$ cat src/rtl/multicycle_ctrl.sv
// Multicycle RV32 control FSM: sequences fetch/decode/execute/writeback and counts retired instructions.
// Latency: one state per cycle; outputs are Moore from state, with FETCH/MEMWRITE/BEQ gated by mem_ready/zero.
// Backpressure: FETCH, MEMREAD and MEMWRITE hold until mem_ready=1; mem_ready is ignored elsewhere.
// Optional feature: define ILLEGAL_TRAP_EN to trap unknown opcodes into HALT with a sticky illegal flag.
module multicycle_ctrl #(
  parameter int RETIRE_W = 32
) (
  input  logic                clk,
  input  logic                rst_n,
  input  logic [6:0]          op,
  input  logic                zero,
  input  logic                mem_ready,
  output logic                pc_write,
  output logic                adr_src,
  output logic                mem_write,
  output logic                ir_write,
  output logic                reg_write,
  output logic [1:0]          result_src,
  output logic [1:0]          alu_src_a,
  output logic [1:0]          alu_src_b,
  output logic [1:0]          alu_op,
  output logic                retire,
  output logic [RETIRE_W-1:0] instret,
  output logic                illegal
);

  localparam logic [6:0] OP_LOAD  = 7'b0000011;
  localparam logic [6:0] OP_STORE = 7'b0100011;
  localparam logic [6:0] OP_RTYPE = 7'b0110011;
  localparam logic [6:0] OP_ITYPE = 7'b0010011;
  localparam logic [6:0] OP_BEQ   = 7'b1100011;
  localparam logic [6:0] OP_JAL   = 7'b1101111;

  typedef enum logic [3:0] {
    S_FETCH    = 4'd0,
    S_DECODE   = 4'd1,
    S_MEMADR   = 4'd2,
    S_MEMREAD  = 4'd3,
    S_MEMWB    = 4'd4,
    S_MEMWRITE = 4'd5,
    S_EXECR    = 4'd6,
    S_EXECI    = 4'd7,
    S_ALUWB    = 4'd8,
    S_BEQ      = 4'd9,
    S_JAL      = 4'd10,
    S_HALT     = 4'd11
  } state_t;

  state_t              r_state;
  state_t              w_next;
  logic [RETIRE_W-1:0] r_instret;

  // State register; reset abandons any in-flight access by returning to FETCH.
  always_ff @(posedge clk or negedge rst_n) begin
    if (!rst_n) begin
      r_state <= S_FETCH;
    end else begin
      r_state <= w_next;
    end
  end

  // Next-state and control outputs; outputs depend only on state plus mem_ready/zero, never on op.
  always_comb begin
    w_next     = r_state;
    pc_write   = 1'b0;
    adr_src    = 1'b0;
    mem_write  = 1'b0;
    ir_write   = 1'b0;
    reg_write  = 1'b0;
    result_src = 2'b00;
    alu_src_a  = 2'b00;
    alu_src_b  = 2'b00;
    alu_op     = 2'b00;
    retire     = 1'b0;
    case (r_state)
      S_FETCH: begin
        alu_src_b  = 2'b10;
        result_src = 2'b10;
        ir_write   = mem_ready;
        pc_write   = mem_ready;
        if (mem_ready) w_next = S_DECODE;
      end
      S_DECODE: begin
        alu_src_a = 2'b01;
        alu_src_b = 2'b01;
        case (op)
          OP_LOAD, OP_STORE: w_next = S_MEMADR;
          OP_RTYPE:          w_next = S_EXECR;
          OP_ITYPE:          w_next = S_EXECI;
          OP_BEQ:            w_next = S_BEQ;
          OP_JAL:            w_next = S_JAL;
`ifdef ILLEGAL_TRAP_EN
          default:           w_next = S_HALT;
`else
          // Unknown opcode is skipped: refetch without retiring.
          default:           w_next = S_FETCH;
`endif
        endcase
      end
      S_MEMADR: begin
        alu_src_a = 2'b10;
        alu_src_b = 2'b01;
        w_next    = op[5] ? S_MEMWRITE : S_MEMREAD;
      end
      S_MEMREAD: begin
        adr_src = 1'b1;
        if (mem_ready) w_next = S_MEMWB;
      end
      S_MEMWB: begin
        result_src = 2'b01;
        reg_write  = 1'b1;
        retire     = 1'b1;
        w_next     = S_FETCH;
      end
      S_MEMWRITE: begin
        adr_src   = 1'b1;
        mem_write = 1'b1;
        retire    = mem_ready;
        if (mem_ready) w_next = S_FETCH;
      end
      S_EXECR: begin
        alu_src_a = 2'b10;
        alu_op    = 2'b10;
        w_next    = S_ALUWB;
      end
      S_EXECI: begin
        alu_src_a = 2'b10;
        alu_src_b = 2'b01;
        alu_op    = 2'b10;
        w_next    = S_ALUWB;
      end
      S_ALUWB: begin
        reg_write = 1'b1;
        retire    = 1'b1;
        w_next    = S_FETCH;
      end
      S_BEQ: begin
        alu_src_a = 2'b10;
        alu_op    = 2'b01;
        pc_write  = zero;
        retire    = 1'b1;
        w_next    = S_FETCH;
      end
      S_JAL: begin
        // Link value is written back in ALUWB, which also retires the jump.
        alu_src_a = 2'b01;
        alu_src_b = 2'b10;
        pc_write  = 1'b1;
        w_next    = S_ALUWB;
      end
      S_HALT: begin
        w_next = S_HALT;
      end
      default: begin
        w_next = S_FETCH;
      end
    endcase
  end

  // Retired-instruction counter; wraps naturally at all-ones.
  always_ff @(posedge clk or negedge rst_n) begin
    if (!rst_n) begin
      r_instret <= '0;
    end else if (retire) begin
      r_instret <= r_instret + RETIRE_W'(1);
    end
  end

  assign instret = r_instret;

`ifdef ILLEGAL_TRAP_EN
  logic r_illegal;

  // Sticky flag set when DECODE traps into HALT; only reset clears it.
  always_ff @(posedge clk or negedge rst_n) begin
    if (!rst_n) begin
      r_illegal <= 1'b0;
    end else if (r_state == S_DECODE && w_next == S_HALT) begin
      r_illegal <= 1'b1;
    end
  end

  assign illegal = r_illegal;
`else
  assign illegal = 1'b0;
`endif

endmodule

$ cat config.mk
export PLATFORM = sky130hd
export DESIGN_NAME = multicycle_ctrl
export DESIGN_NICKNAME = d
export VERILOG_FILES = /design/src/rtl/multicycle_ctrl.sv
export SDC_FILE = /design/constraint.sdc
export NUM_CORES = 1
export LEC_CHECK = 0
export ABC_AREA = 1
export BUFFER_PORTS_ARGS = -buffer_cell sky130_fd_sc_hd__buf_2
export CAP_MARGIN = 20
export CORE_UTILIZATION = 50
export CTS_CLUSTER_DIAMETER = 120
export DETAILED_ROUTE_END_ITERATION = 10
export PLACE_DENSITY = 0.75
export SLEW_MARGIN = 10
export SYNTH_ARGS = -nofsm -noshare
export SYNTH_HDL_FRONTEND = slang
export SYNTH_SLANG_ARGS = --single-unit
$ cat constraint.sdc
create_clock -name clk -period 2 [get_ports clk]
set_clock_uncertainty 0.1 [all_clocks]
set_input_delay 0.1 -clock clk [delete_from_list [all_inputs] [get_ports clk]]
set_output_delay 0.1 -clock clk [all_outputs]
set_load 0.05 [all_outputs]
==> metrics.txt <==
# TYPE chip_impl_metric gauge
chip_impl_info{name="status",value="finished clean"} 1
chip_impl_metric{name="place.gp.congestion",unit=""} 0.998
chip_impl_metric{name="postSynthRegisterBits",unit=""} 36
chip_impl_metric{name="worstPathBufferInverterCount",unit=""} 2
chip_impl_metric{name="detailedPlacementHpwl",unit="um"} 4760
chip_impl_metric{name="placement.io_buffers",unit=""} 56
chip_impl_metric{name="global_route.overflow_total",unit=""} 0
chip_impl_info{name="mostFrequentLayoutCells",value="180 x nand2_1, 55 x buf_2, 54 x nor2_1"} 1
chip_impl_metric{name="largest_net_degree_at_the_start_of_global_routing",unit=""} 37
chip_impl_metric{name="cellPowerDensity",unit="nW/um^2"} 802
chip_impl_info{name="end_kind",value="output port"} 1
chip_impl_info{name="worst_hold_path_type",value="in2reg"} 1
chip_impl_metric{name="clock_latency",unit="ns"} 0.29
chip_impl_info{name="timing.critical_path.cells",value="inv_1 > nand2_1 > nand2_1 > nand2_1 > nand3_4 > clkbuf_4"} 1
chip_impl_metric{name="overall_die_area",unit="sq um"} 5160
chip_impl_info{name="critPathTopFamily",value="simple AND/OR/NAND/NOR gates"} 1
chip_impl_metric{name="max-cap-violations",unit=""} 0
chip_impl_metric{name="synth_instances",unit=""} 386
chip_impl_metric{name="power.leakage",unit="uW"} 0.00156
chip_impl_metric{name="final_antenna_net_count",unit=""} 0
chip_impl_metric{name="totalNegativeSetupSlack",unit="ns"} 0
chip_impl_metric{name="vias_in_the_first_global_route",unit=""} 2314
chip_impl_metric{name="fillers",unit=""} 444
chip_impl_metric{name="fmax",unit="MHz"} 545
chip_impl_metric{name="via_count",unit=""} 2586
chip_impl_metric{name="antenna_cells_inserted",unit=""} 0
chip_impl_metric{name="slew_headroom",unit="%"} 45.2
chip_impl_metric{name="initial_core_util",unit="%"} 51.9
chip_impl_metric{name="post_synth.cell_area_avg",unit="sq um"} 6.31
chip_impl_info{name="criticalPathCategory",value="reg2out"} 1
chip_impl_metric{name="clock_tree.htree_level_count",unit=""} 2
chip_impl_metric{name="path_clk_slew",unit="ns"} 0.07
chip_impl_info{name="worst_path_max_delay_cell",value="dfrtp_1"} 1
chip_impl_info{name="path_common_cell",value="nand2_1"} 1
chip_impl_metric{name="maxSlewViolCount",unit=""} 0
chip_impl_metric{name="tightestPinTransition",unit="ns"} 0.823
chip_impl_metric{name="critPathArrivalTime",unit="ns"} 1.64
chip_impl_metric{name="yosysWarnings",unit=""} 0
chip_impl_info{name="mostFrequentLayoutCell",value="nand2_1"} 1
chip_impl_metric{name="multi_input_area",unit="sq um"} 1330
chip_impl_metric{name="avgRoutedWirePerCell",unit="um"} 12.7
chip_impl_metric{name="viasPerCell",unit=""} 5.09
chip_impl_metric{name="finalWirelength",unit="um"} 6450
chip_impl_metric{name="io_count",unit=""} 58
chip_impl_metric{name="detail_route.iter0.violations",unit=""} 199
chip_impl_metric{name="worstPathMaxFanout",unit=""} 8
chip_impl_info{name="tritoncts",value="yes"} 1
chip_impl_metric{name="core-area",unit="sq um"} 4690
chip_impl_info{name="synth_top_area_cell",value="dfrtp_1"} 1
chip_impl_metric{name="die-height",unit="um"} 71.8
chip_impl_metric{name="final_hold_viol_count",unit=""} 0
chip_impl_metric{name="area.growth.synth_to_final",unit="%"} 19.5
chip_impl_metric{name="grtUsageTotal",unit="%"} 26.1
chip_impl_metric{name="synth_seq_area_share",unit="%"} 37.0
chip_impl_metric{name="layout-drive-gt1-share",unit="%"} 17.8
chip_impl_metric{name="rows",unit=""} 25
chip_impl_metric{name="number_of_antenna_violations_at_the_first_check_in_global_routing",unit=""} 0
chip_impl_metric{name="cts_sinks",unit=""} 36
chip_impl_metric{name="final_period_minus_worst_setup_slack",unit="ns"} 1.84
chip_impl_metric{name="synth.distinct_cells",unit=""} 25
chip_impl_metric{name="yosysTopAreaCellShare",unit="%"} 37.0
chip_impl_metric{name="area.sequential",unit="sq um"} 901
chip_impl_info{name="rsz0062_at_grt",value="no"} 1
chip_impl_metric{name="critical_path_required",unit="ns"} 1.80
chip_impl_info{name="startpoint_type",value="flip-flop"} 1
chip_impl_metric{name="floorplan.die.width",unit="um"} 71.8
chip_impl_info{name="synth.top_cells.by_area",value="dfrtp_1 37%, nand2_1 28%, nor2_1 8.6%"} 1
chip_impl_metric{name="ir_worst_vdd",unit="V"} 0.000829
chip_impl_metric{name="tritoncts.num_buffers",unit=""} 5
chip_impl_metric{name="setup_violations",unit=""} 0
chip_impl_metric{name="cpPeakStageDelay",unit="ns"} 0.38
chip_impl_metric{name="drc",unit=""} 0
chip_impl_metric{name="synthesis.nets",unit=""} 398
chip_impl_metric{name="finalCritPeriodShare",unit="%"} 91.8
chip_impl_metric{name="drt_first_pass_iters",unit=""} 4
chip_impl_metric{name="num-nets-final",unit=""} 465
chip_impl_metric{name="syn_area",unit="sq um"} 2440
chip_impl_metric{name="cts-root-to-sink-buffers",unit=""} 2
chip_impl_metric{name="finalCoreUtilization",unit="%"} 62.1
chip_impl_metric{name="grt_pass1_wl",unit="um"} 10400
chip_impl_info{name="cts_root_buffer",value="clkbuf_8"} 1
## metal layers
metal  part of all wire (%)  vias to the layer above  track usage [%]
met5                      0                        -                0
met4                    1.1                        0             7.41
met1                     44                     1176             34.5
li1                       -                     1299                -
met3                    7.1                        7             4.92
met2                     47                      104             43.6
## worst reg2reg max path: stages, from the launching register on
cell     delay (ns)
dfrtp_1        0.38
inv_1          0.06
nand2_1        0.19
nand2_1        0.08
nand2_1        0.19
nand3_4        0.18
buf_4          0.20
nand2_1        0.11
nor2_1         0.06
nand2_1        0.05
nand2_1        0.05
## cells by family after synthesis
kind of cell	count (synthesis)	share of synthesized area [%]
and+or+nand+nor	268	44.5
buffers and inverters	51	9.24
DFF	36	37.0
xor gates and xnor gates	15	5.39
AOI/OAI and AO/OA	14	3.18
adders and majority gates	1	0.514
other	1	0.154
## where the power goes
| group | internal, uW | total (uW) | switching [uW] |
|---|---|---|---|
| Clock | 275 | 541 | 266 |
| Sequential | 785 | 859 | 73.6 |
| Combinational | 214 | 936 | 722 |
## flip-flops by register name, indices dropped and copies added (netlist names)
| register | flops |
|---|---|
| instret | 32 |
| r_state | 4 |
## layout make-up
class	instances	share of cell area, %
Tap cell	54	2.32
Multi-Input combinational cell	300	45.7
Clock inverter	2	0.344
Sequential cell	36	30.9
Inverter	46	5.93
Timing Repair Buffer	64	11.9
Clock buffer	6	2.84
## path summary, 6_finish.rpt
check,start,end,slack [ns],cells past startpoint
hold reg to reg,instret[9],instret[9],0.42,1
max in group asynchronous,rst_n,instret[15],0.93,2
setup / recovery,r_state[3],retire,0.16,6
setup reg to reg,r_state[3],instret[18],0.24,10
min in group asynchronous,rst_n,instret[4],0.34,2
hold / removal,op[4],r_state[3],0.07,4
## repair_timing
item,4_1_cts,5_1_grt
resized for setup,0,2
endpoints found under the hold margin,37,0
buffers inserted,0,4
hold buffers,2,0
setup endpoints to repair,0,7
## per-stage QoR
stage	total power, uW	hold slack [ns]	cells	worst slack, ns	cell area [sq um]
after floorplan	1590	-0.296	386	0.0329	2440
after global placement	1780	0.133	493	0.241	2750
after detailed placement	1780	0.137	493	0.221	2750
after CTS	2330	0.0715	503	0.0300	2870
after global routing	2450	0.128	508	0.0250	2910
final	2340	0.0696	508	0.165	2910
## synthesized netlist by cell type
cell type  count
nor2_2         2
nand2_2        3
buf_8          1
buf_6          2
conb_1         1
xor2_1         6
nor2_4         1
inv_2          1
o21ai_0        8
o21ai_1        1
nor3_1         4
buf_4          2
a21oi_1        1
dfrtp_1       36
nand3_1       14
o22ai_1        2
nand4_1        3
xnor2_1        9
nand2_1      180
ha_1           1
inv_1         45
nand3_4        1
nor2_1        56
nand3b_1       4
o211ai_1       2
Power figures use the tool's default switching activity.
